`src/rtl/wb_decoder_if.sv`:
```
// Wishbone bundle between the upstream master port, the address decoder and its four slaves.
interface wb_decoder_if;
  logic [31:0]  m_adr_i;
  logic [31:0]  m_dat_i;
  logic [31:0]  m_dat_o;
  logic         m_we_i;
  logic [3:0]   m_sel_i;
  logic         m_stb_i;
  logic         m_cyc_i;
  logic         m_ack_o;
  logic [31:0]  s_adr_o;
  logic [31:0]  s_dat_o;
  logic         s_we_o;
  logic [3:0]   s_sel_o;
  logic [3:0]   s_stb_o;
  logic [3:0]   s_cyc_o;
  logic [127:0] s_dat_i;
  logic [3:0]   s_ack_i;
  logic         timeout_o;
  logic [31:0]  err_adr_o;

  // Decoder view: takes requests from upstream and slave responses.
  modport slave (
    input  m_adr_i, m_dat_i, m_we_i, m_sel_i, m_stb_i, m_cyc_i, s_dat_i, s_ack_i,
    output m_dat_o, m_ack_o, s_adr_o, s_dat_o, s_we_o, s_sel_o, s_stb_o, s_cyc_o,
           timeout_o, err_adr_o
  );

  // Environment view: upstream master plus the four downstream slaves.
  modport master (
    output m_adr_i, m_dat_i, m_we_i, m_sel_i, m_stb_i, m_cyc_i, s_dat_i, s_ack_i,
    input  m_dat_o, m_ack_o, s_adr_o, s_dat_o, s_we_o, s_sel_o, s_stb_o, s_cyc_o,
           timeout_o, err_adr_o
  );
endinterface

```
`src/rtl/wb_decoder.sv`:
```
// Single-initiator Wishbone decoder: routes one access to one of four slaves by adr[31:28],
// returns registered data/ack, and forces an error completion on unmapped or stalled accesses.
module wb_decoder #(
  parameter logic [3:0]  S0_BASE  = 4'h0,
  parameter logic [3:0]  S1_BASE  = 4'h1,
  parameter logic [3:0]  S2_BASE  = 4'h2,
  parameter logic [3:0]  S3_BASE  = 4'h8,
  parameter int unsigned TIMEOUT  = 16,
  parameter logic [31:0] ERR_DATA = 32'hDEAD_BEEF
) (
  input logic         clk,
  input logic         rst,
  wb_decoder_if.slave bus
);
  localparam int unsigned CNT_W = $clog2(TIMEOUT + 1);
  localparam logic [CNT_W-1:0] CNT_LAST = CNT_W'(TIMEOUT - 1);

  typedef enum logic [1:0] {IDLE, ACTIVE, RESP, HOLD} state_t;

  state_t           state;
  logic [CNT_W-1:0] cnt;
  logic [1:0]       idx;
  logic [3:0]       stb;

  logic        hit_c;
  logic [1:0]  hit_idx_c;
  logic [31:0] sel_dat_c;
  logic        sel_ack_c;

  // Priority address match: the lowest slave index wins when bases collide.
  always_comb begin
    hit_c     = 1'b1;
    hit_idx_c = 2'd0;
    if      (bus.m_adr_i[31:28] == S0_BASE) hit_idx_c = 2'd0;
    else if (bus.m_adr_i[31:28] == S1_BASE) hit_idx_c = 2'd1;
    else if (bus.m_adr_i[31:28] == S2_BASE) hit_idx_c = 2'd2;
    else if (bus.m_adr_i[31:28] == S3_BASE) hit_idx_c = 2'd3;
    else                                    hit_c     = 1'b0;
  end

  assign sel_dat_c   = bus.s_dat_i[{idx, 5'd0} +: 32];
  assign sel_ack_c   = bus.s_ack_i[idx];
  assign bus.s_stb_o = stb;
  assign bus.s_cyc_o = stb;

  always_ff @(posedge clk) begin
    if (rst) begin
      state         <= IDLE;
      cnt           <= '0;
      idx           <= '0;
      stb           <= '0;
      bus.m_dat_o   <= '0;
      bus.m_ack_o   <= 1'b0;
      bus.s_adr_o   <= '0;
      bus.s_dat_o   <= '0;
      bus.s_we_o    <= 1'b0;
      bus.s_sel_o   <= '0;
      bus.timeout_o <= 1'b0;
      bus.err_adr_o <= '0;
    end else begin
      bus.m_ack_o   <= 1'b0;
      bus.timeout_o <= 1'b0;
      unique case (state)
        IDLE: begin
          if (bus.m_cyc_i && bus.m_stb_i) begin
            bus.s_adr_o <= bus.m_adr_i;
            bus.s_dat_o <= bus.m_dat_i;
            bus.s_we_o  <= bus.m_we_i;
            bus.s_sel_o <= bus.m_sel_i;
            if (hit_c) begin
              idx   <= hit_idx_c;
              stb   <= 4'b0001 << hit_idx_c;
              cnt   <= '0;
              state <= ACTIVE;
            end else begin
              bus.m_dat_o   <= ERR_DATA;
              bus.m_ack_o   <= 1'b1;
              bus.err_adr_o <= bus.m_adr_i;
              state         <= RESP;
            end
          end
        end
        ACTIVE: begin
          if (!bus.m_cyc_i) begin
            stb   <= '0;
            state <= IDLE;
          end else if (sel_ack_c) begin
            // A slave ack on the last allowed cycle still counts as a normal completion.
            bus.m_dat_o <= sel_dat_c;
            bus.m_ack_o <= 1'b1;
            stb         <= '0;
            state       <= RESP;
          end else if (cnt == CNT_LAST) begin
            bus.m_dat_o   <= ERR_DATA;
            bus.m_ack_o   <= 1'b1;
            bus.timeout_o <= 1'b1;
            bus.err_adr_o <= bus.s_adr_o;
            stb           <= '0;
            state         <= RESP;
          end else begin
            cnt <= cnt + CNT_W'(1);
          end
        end
        RESP: state <= HOLD;
        // Wait out the master's lingering strobe so it cannot start a second access.
        HOLD: if (!bus.m_stb_i || !bus.m_cyc_i) state <= IDLE;
        default: state <= IDLE;
      endcase
    end
  end
endmodule

```
`src/flat_wrapper.sv`:
```
// flat-port wrapper written by rule: the top's interface ports become plain ports
module wb_decoder_flat 
#(
  parameter logic [3:0]  S0_BASE  = 4'h0,
  parameter logic [3:0]  S1_BASE  = 4'h1,
  parameter logic [3:0]  S2_BASE  = 4'h2,
  parameter logic [3:0]  S3_BASE  = 4'h8,
  parameter int unsigned TIMEOUT  = 16,
  parameter logic [31:0] ERR_DATA = 32'hDEAD_BEEF
)
  (clk, rst, bus_m_adr_i, bus_m_dat_i, bus_m_we_i, bus_m_sel_i, bus_m_stb_i, bus_m_cyc_i, bus_s_dat_i, bus_s_ack_i, bus_m_dat_o, bus_m_ack_o, bus_s_adr_o, bus_s_dat_o, bus_s_we_o, bus_s_sel_o, bus_s_stb_o, bus_s_cyc_o, bus_timeout_o, bus_err_adr_o);
  wb_decoder_if bus_i ();
  input logic clk;
  input logic rst;
  input wire logic [$bits(bus_i.m_adr_i)-1:0] bus_m_adr_i;
  input wire logic [$bits(bus_i.m_dat_i)-1:0] bus_m_dat_i;
  input wire logic [$bits(bus_i.m_we_i)-1:0] bus_m_we_i;
  input wire logic [$bits(bus_i.m_sel_i)-1:0] bus_m_sel_i;
  input wire logic [$bits(bus_i.m_stb_i)-1:0] bus_m_stb_i;
  input wire logic [$bits(bus_i.m_cyc_i)-1:0] bus_m_cyc_i;
  input wire logic [$bits(bus_i.s_dat_i)-1:0] bus_s_dat_i;
  input wire logic [$bits(bus_i.s_ack_i)-1:0] bus_s_ack_i;
  output wire logic [$bits(bus_i.m_dat_o)-1:0] bus_m_dat_o;
  output wire logic [$bits(bus_i.m_ack_o)-1:0] bus_m_ack_o;
  output wire logic [$bits(bus_i.s_adr_o)-1:0] bus_s_adr_o;
  output wire logic [$bits(bus_i.s_dat_o)-1:0] bus_s_dat_o;
  output wire logic [$bits(bus_i.s_we_o)-1:0] bus_s_we_o;
  output wire logic [$bits(bus_i.s_sel_o)-1:0] bus_s_sel_o;
  output wire logic [$bits(bus_i.s_stb_o)-1:0] bus_s_stb_o;
  output wire logic [$bits(bus_i.s_cyc_o)-1:0] bus_s_cyc_o;
  output wire logic [$bits(bus_i.timeout_o)-1:0] bus_timeout_o;
  output wire logic [$bits(bus_i.err_adr_o)-1:0] bus_err_adr_o;
  assign bus_i.m_adr_i = bus_m_adr_i;
  assign bus_i.m_dat_i = bus_m_dat_i;
  assign bus_i.m_we_i = bus_m_we_i;
  assign bus_i.m_sel_i = bus_m_sel_i;
  assign bus_i.m_stb_i = bus_m_stb_i;
  assign bus_i.m_cyc_i = bus_m_cyc_i;
  assign bus_i.s_dat_i = bus_s_dat_i;
  assign bus_i.s_ack_i = bus_s_ack_i;
  assign bus_m_dat_o = bus_i.m_dat_o;
  assign bus_m_ack_o = bus_i.m_ack_o;
  assign bus_s_adr_o = bus_i.s_adr_o;
  assign bus_s_dat_o = bus_i.s_dat_o;
  assign bus_s_we_o = bus_i.s_we_o;
  assign bus_s_sel_o = bus_i.s_sel_o;
  assign bus_s_stb_o = bus_i.s_stb_o;
  assign bus_s_cyc_o = bus_i.s_cyc_o;
  assign bus_timeout_o = bus_i.timeout_o;
  assign bus_err_adr_o = bus_i.err_adr_o;
  wb_decoder #(.S0_BASE(S0_BASE), .S1_BASE(S1_BASE), .S2_BASE(S2_BASE), .S3_BASE(S3_BASE), .TIMEOUT(TIMEOUT), .ERR_DATA(ERR_DATA)) u_core (.clk(clk), .rst(rst), .bus(bus_i));
endmodule
```
`config.mk`:
```
export PLATFORM = sky130hd
export DESIGN_NAME = wb_decoder_flat
export DESIGN_NICKNAME = d
export VERILOG_FILES = /design/src/rtl/wb_decoder_if.sv /design/src/rtl/wb_decoder.sv /design/src/flat_wrapper.sv
export SDC_FILE = /design/constraint.sdc
export NUM_CORES = 1
export LEC_CHECK = 0
export BUFFER_PORTS_ARGS = -buffer_cell sky130_fd_sc_hd__buf_4
export CAP_MARGIN = 20
export CORE_AREA = 2 2 136 138
export DETAILED_ROUTE_END_ITERATION = 8
export DIE_AREA = 0 0 138 140
export PLACE_DENSITY_LB_ADDON = 0.12
export SYNTH_ARGS = -nofsm -noshare
export SYNTH_HDL_FRONTEND = slang
export SYNTH_SLANG_ARGS = --single-unit
export TNS_END_PERCENT = 5
```
`constraint.sdc`:
```
create_clock -name clk -period 2.88 [get_ports clk]
set_input_delay 0.144 -clock clk [delete_from_list [all_inputs] [get_ports clk]]
set_output_delay 0.144 -clock clk [all_outputs]
set_load 0.05 [all_outputs]
```
==> summary.txt <==
Status
  • Status: complete, no violations

Layout
  • Non-filler cells, final: 1379
  • Synthesis-to-finish area growth: 60.3%
  • N_diodes: 0
  • Proportion of layout cells with a drive suffix above 1: 40.7%
  • Final layout net count: 1344

Setup path
  • CP dominant cell by count: ha_1
  • Cell Chain, Critical Path: ha_1 > and3_1 > ha_1 > nor2b_1 > a22oi_1 > o311ai_1 > buf_4 > nand3b_1 > o41ai_1
  • FF-to-FF setup slack: 0.46 ns
  • Largest delay contributor family on the critical path: compound AO/OA/AOI/OAI gates
  • Required time of the critical path: 3.19 ns
  • Worst Path Buf+Inv: 1
  • Crit Path Class: flip-flop to flip-flop
  • Slowest cell delay on critical path: 0.56 ns
  • Critical R2R Launch: u_core.cnt[0]$_SDFFE_PP0P_
  • CP arrival: 2.72 ns
  • Worst r2r path cells: 9
  • Reg2Reg Capture Point: u_core.bus.s_cyc_o[1]$_SDFFE_PP0P_
  • Crit path capture type: flip-flop
  • Startpoint types: flip-flop
  • CP max stage cell: o311ai_1
  • Critical Path Fanout Max: 5
  • CP startpoint: u_core.cnt[0]$_SDFFE_PP0P_

Placed design
  • Routability cong.: 0.791
  • IO Port Bufs: 347
  • Dpl cells: 1282
  • Dpl hpwl: 15.4 mm

Hold path
  • Hold Path Sink: u_core.bus.s_adr_o[29]$_SDFFE_PP0P_
  • Hold_sp: bus_m_adr_i[29]
  • Hold WC Path Type: primary input to flip-flop
  • WHS Path Cells: 3

CTS
  • CTS Buffer Depth: 2
  • # hold bufs at CTS: 65
  • Clock Root Buffer: clkbuf_16
  • CTS H-Tree Depth: 4
  • Clk_lat worst skew: 0.42 ns
  • Cts repair resizes: 0
  • Post-CTS setup buffers: 0
  • TritonCTS clock tree: yes
  • Cts bufs inserted: 17
  • Reg clk slew, reported paths: 0.06 ns
  • Clk sink count: 148

Floorplanning
  • Core footprint: 0.0178 mm²
  • Num rows: 49
  • Io pins: 348
  • Vert. Die Dim: 140 µm
  • Starting Density: 38.0%
  • Die area: 0.0193 mm²
  • Die X: 138 µm

Timing
  • Max-slew violation count: 0
  • Final hold viol count: 0
  • Max Fclk: 414 MHz
  • Slew @ Worst Pin: 0.793 ns
  • Setup violators final: 0
  • Tmin final: 2.42 ns
  • Setup_tns: 0 ns
  • Slew HR: 47.1%
  • Skew final: 0.00737 ns
  • Hold WS: 0.0176 ns
  • RSZ-0062 raised after global routing: no
  • Final period util: 83.9%

Power
  • Internal Power: 4.31 mW
  • Net Sw Frac: 32.3%
  • Peak supply drop: 0.426 mV
  • Pwr Density: 587 mW/mm²
  • Sequential power share: 36.1%
  • P_leak: 4.58 nW
  • Switching pwr: 2.06 mW
  • Comb pwr share: 27.2%
  • Clock network power share: 36.8%

Global route
  • Gr ovfl total: 0
  • Initial antenna violation count: 0
  • Total GRT Usage: 22.1%
  • First-pass GRT wire length: 34.9 mm
  • Vias in the first global route: 6875
  • Largest net degree at the start of global routing: 70

Yosys
  • Warning count from the yosys run: 0
  • Synth Instances: 758
  • Syn_nets: 965
  • Synth unique cells: 45
  • Post-Syn Area: 0.00676 mm²
  • Post-synthesis sequential area ratio: 43.9%
  • Flops & latches, synth: 148
  • Fraction of registers with async set/reset: 0%
  • Synth Area per Inst: 8.91 µm²
  • Top FF cell, synth: dfxtp_1
  • Number of synthesized flops with an enable pin: 0

Drt
  • DR vias: 6838
  • WL/cell: 15.9 µm
  • Drt pass-1 iters: 4
  • DRC violations left: 0
  • Vias/cell: 4.96
  • DRT iter0 DRCs: 287
  • WL final: 21.9 mm
  • Post-route ant nets: 0

Run
  • # Max-Cap Violations: 0
==> power by group through the flow <==
stage	registers, mW	logic (mW)	clock network [mW]
2_1_floorplan	2.83	0.557	0
3_3_place_gp	2.34	1.65	0
3_5_place_dp	2.34	1.67	0
4_1_cts	2.29	1.74	2.39
5_1_grt	2.32	1.84	2.48
6_report	2.30	1.73	2.34
==> state kept, by name (all words and copies together), names as in the netlist <==
register,count
u_core.bus.err_adr_o,32
u_core.bus.m_ack_o,1
u_core.bus.m_dat_o,32
u_core.bus.s_adr_o,32
u_core.bus.s_cyc_o,4
u_core.bus.s_dat_o,32
u_core.bus.s_sel_o,4
u_core.bus.s_we_o,1
u_core.bus.timeout_o,1
u_core.cnt,5
u_core.idx,2
u_core.state,2
==> cell type report <==
type | count | area, µm²
fillers | 1607 | 6950
multi-input cells | 537 | 3490
repair buffers | 430 | 3450
flip-flops and latches | 148 | 2960
clock buffers | 19 | 453
well taps | 229 | 287
clock inverters | 13 | 174
inverters | 3 | 11.3
==> routing by layer <==
layer	global-route usage [%]	wire [µm]	vias up
met2	38.5	11100	256
met4	8.70	633	0
met1	26.8	8790	3135
li1	-	-	3405
met3	4.72	1340	42
met5	0	0	-
==> synth_stat cells (2+ instances only) <==
| cell | number | area (µm²) |
|---|---|---|
| a311oi_2 | 28 | 420 |
| mux4_2 | 33 | 743 |
| inv_1 | 3 | 11.3 |
| a21oi_1 | 75 | 375 |
| and3_1 | 10 | 62.6 |
| a211oi_1 | 26 | 195 |
| buf_4 | 8 | 60.1 |
| mux2i_1 | 11 | 110 |
| buf_1 | 3 | 11.3 |
| a22o_1 | 4 | 35.0 |
| o41ai_1 | 2 | 17.5 |
| nor3_1 | 4 | 20.0 |
| nand2_1 | 208 | 781 |
| nand4_1 | 2 | 12.5 |
| nand3b_1 | 3 | 22.5 |
| clkbuf_1 | 50 | 188 |
| a311oi_1 | 5 | 43.8 |
| dfxtp_1 | 148 | 2960 |
| buf_6 | 3 | 33.8 |
| or4b_2 | 2 | 20.0 |
| nor4_1 | 2 | 12.5 |
| nor2_1 | 94 | 353 |
| o211ai_1 | 2 | 15.0 |
| o21ai_0 | 4 | 20.0 |
| nor2b_1 | 2 | 12.5 |
| buf_2 | 5 | 25.0 |
| nor4b_1 | 2 | 17.5 |
| ha_1 | 2 | 25.0 |
==> how the worst max path moves through the flow <==
stage	endpoint	slack, ns	depth (start not counted)
5_1_grt	u_core.bus.s_cyc_o[3]$_SDFFE_PP0P_	0.18	6
3_3_place_gp	u_core.bus.m_dat_o[24]$_SDFFE_PP0P_	0.50	9
4_1_cts	u_core.bus.m_dat_o[24]$_SDFFE_PP0P_	0.43	9
2_1_floorplan	u_core.bus.m_dat_o[21]$_SDFFE_PP0P_	0.52	10
3_5_place_dp	u_core.bus.m_dat_o[24]$_SDFFE_PP0P_	0.47	7
6_report	u_core.bus.s_cyc_o[1]$_SDFFE_PP0P_	0.46	9
==> kinds of logic (layout without fill, tap and decap cells) <==
kind of cell | Yosys count | count (layout) | share of synthesized area, %
AO/OA/AOI/OAI | 153 | 153 | 17.6
flip-flops | 148 | 148 | 43.9
XOR/XNOR | 1 | 1 | 0.130
buffers and inverters | 73 | 465 | 4.95
multiplexers | 45 | 45 | 12.8
adder cells (fa/ha/maj) | 3 | 3 | 0.519
AND/OR/NAND/NOR | 335 | 335 | 20.1
==> placed cells by master (no fill, tap or decap), types with 5 or more instances in the layout <==
cell type      netlist  routed
buf_4                8     360
nand2_1            208     208
dfxtp_1            148     147
nor2_1              94      94
a21oi_1             75      75
dlygate4sd3_1        0      65
mux4_2              33      33
a311oi_2            28      28
a211oi_1            26      25
clkbuf_16            0      17
mux2i_1             11      11
and3_1              10      10
a311oi_1             5       5
buf_12               0       5
==> metrics by stage <==
stage / utilization (%) / cell area [µm²] / power (mW) / setup WS, ns
floorplan: - / 6760 / 3.38 / 0.518
global placement: 53.7 / 9550 / 3.99 / 0.500
detailed placement: 53.7 / 9550 / 4.01 / 0.467
CTS: 60.9 / 10800 / 6.42 / 0.425
global route: 60.9 / 10800 / 6.63 / 0.185
finish: 60.9 / 10800 / 6.36 / 0.465
==> worst min-delay path: cells and delay by family <==
family | cells | cell delay, ns
compound gates | 1 | 0.05
buf+inv | 1 | 0.14
simple gates | 1 | 0.05
(Power assumes the default switching activity.)
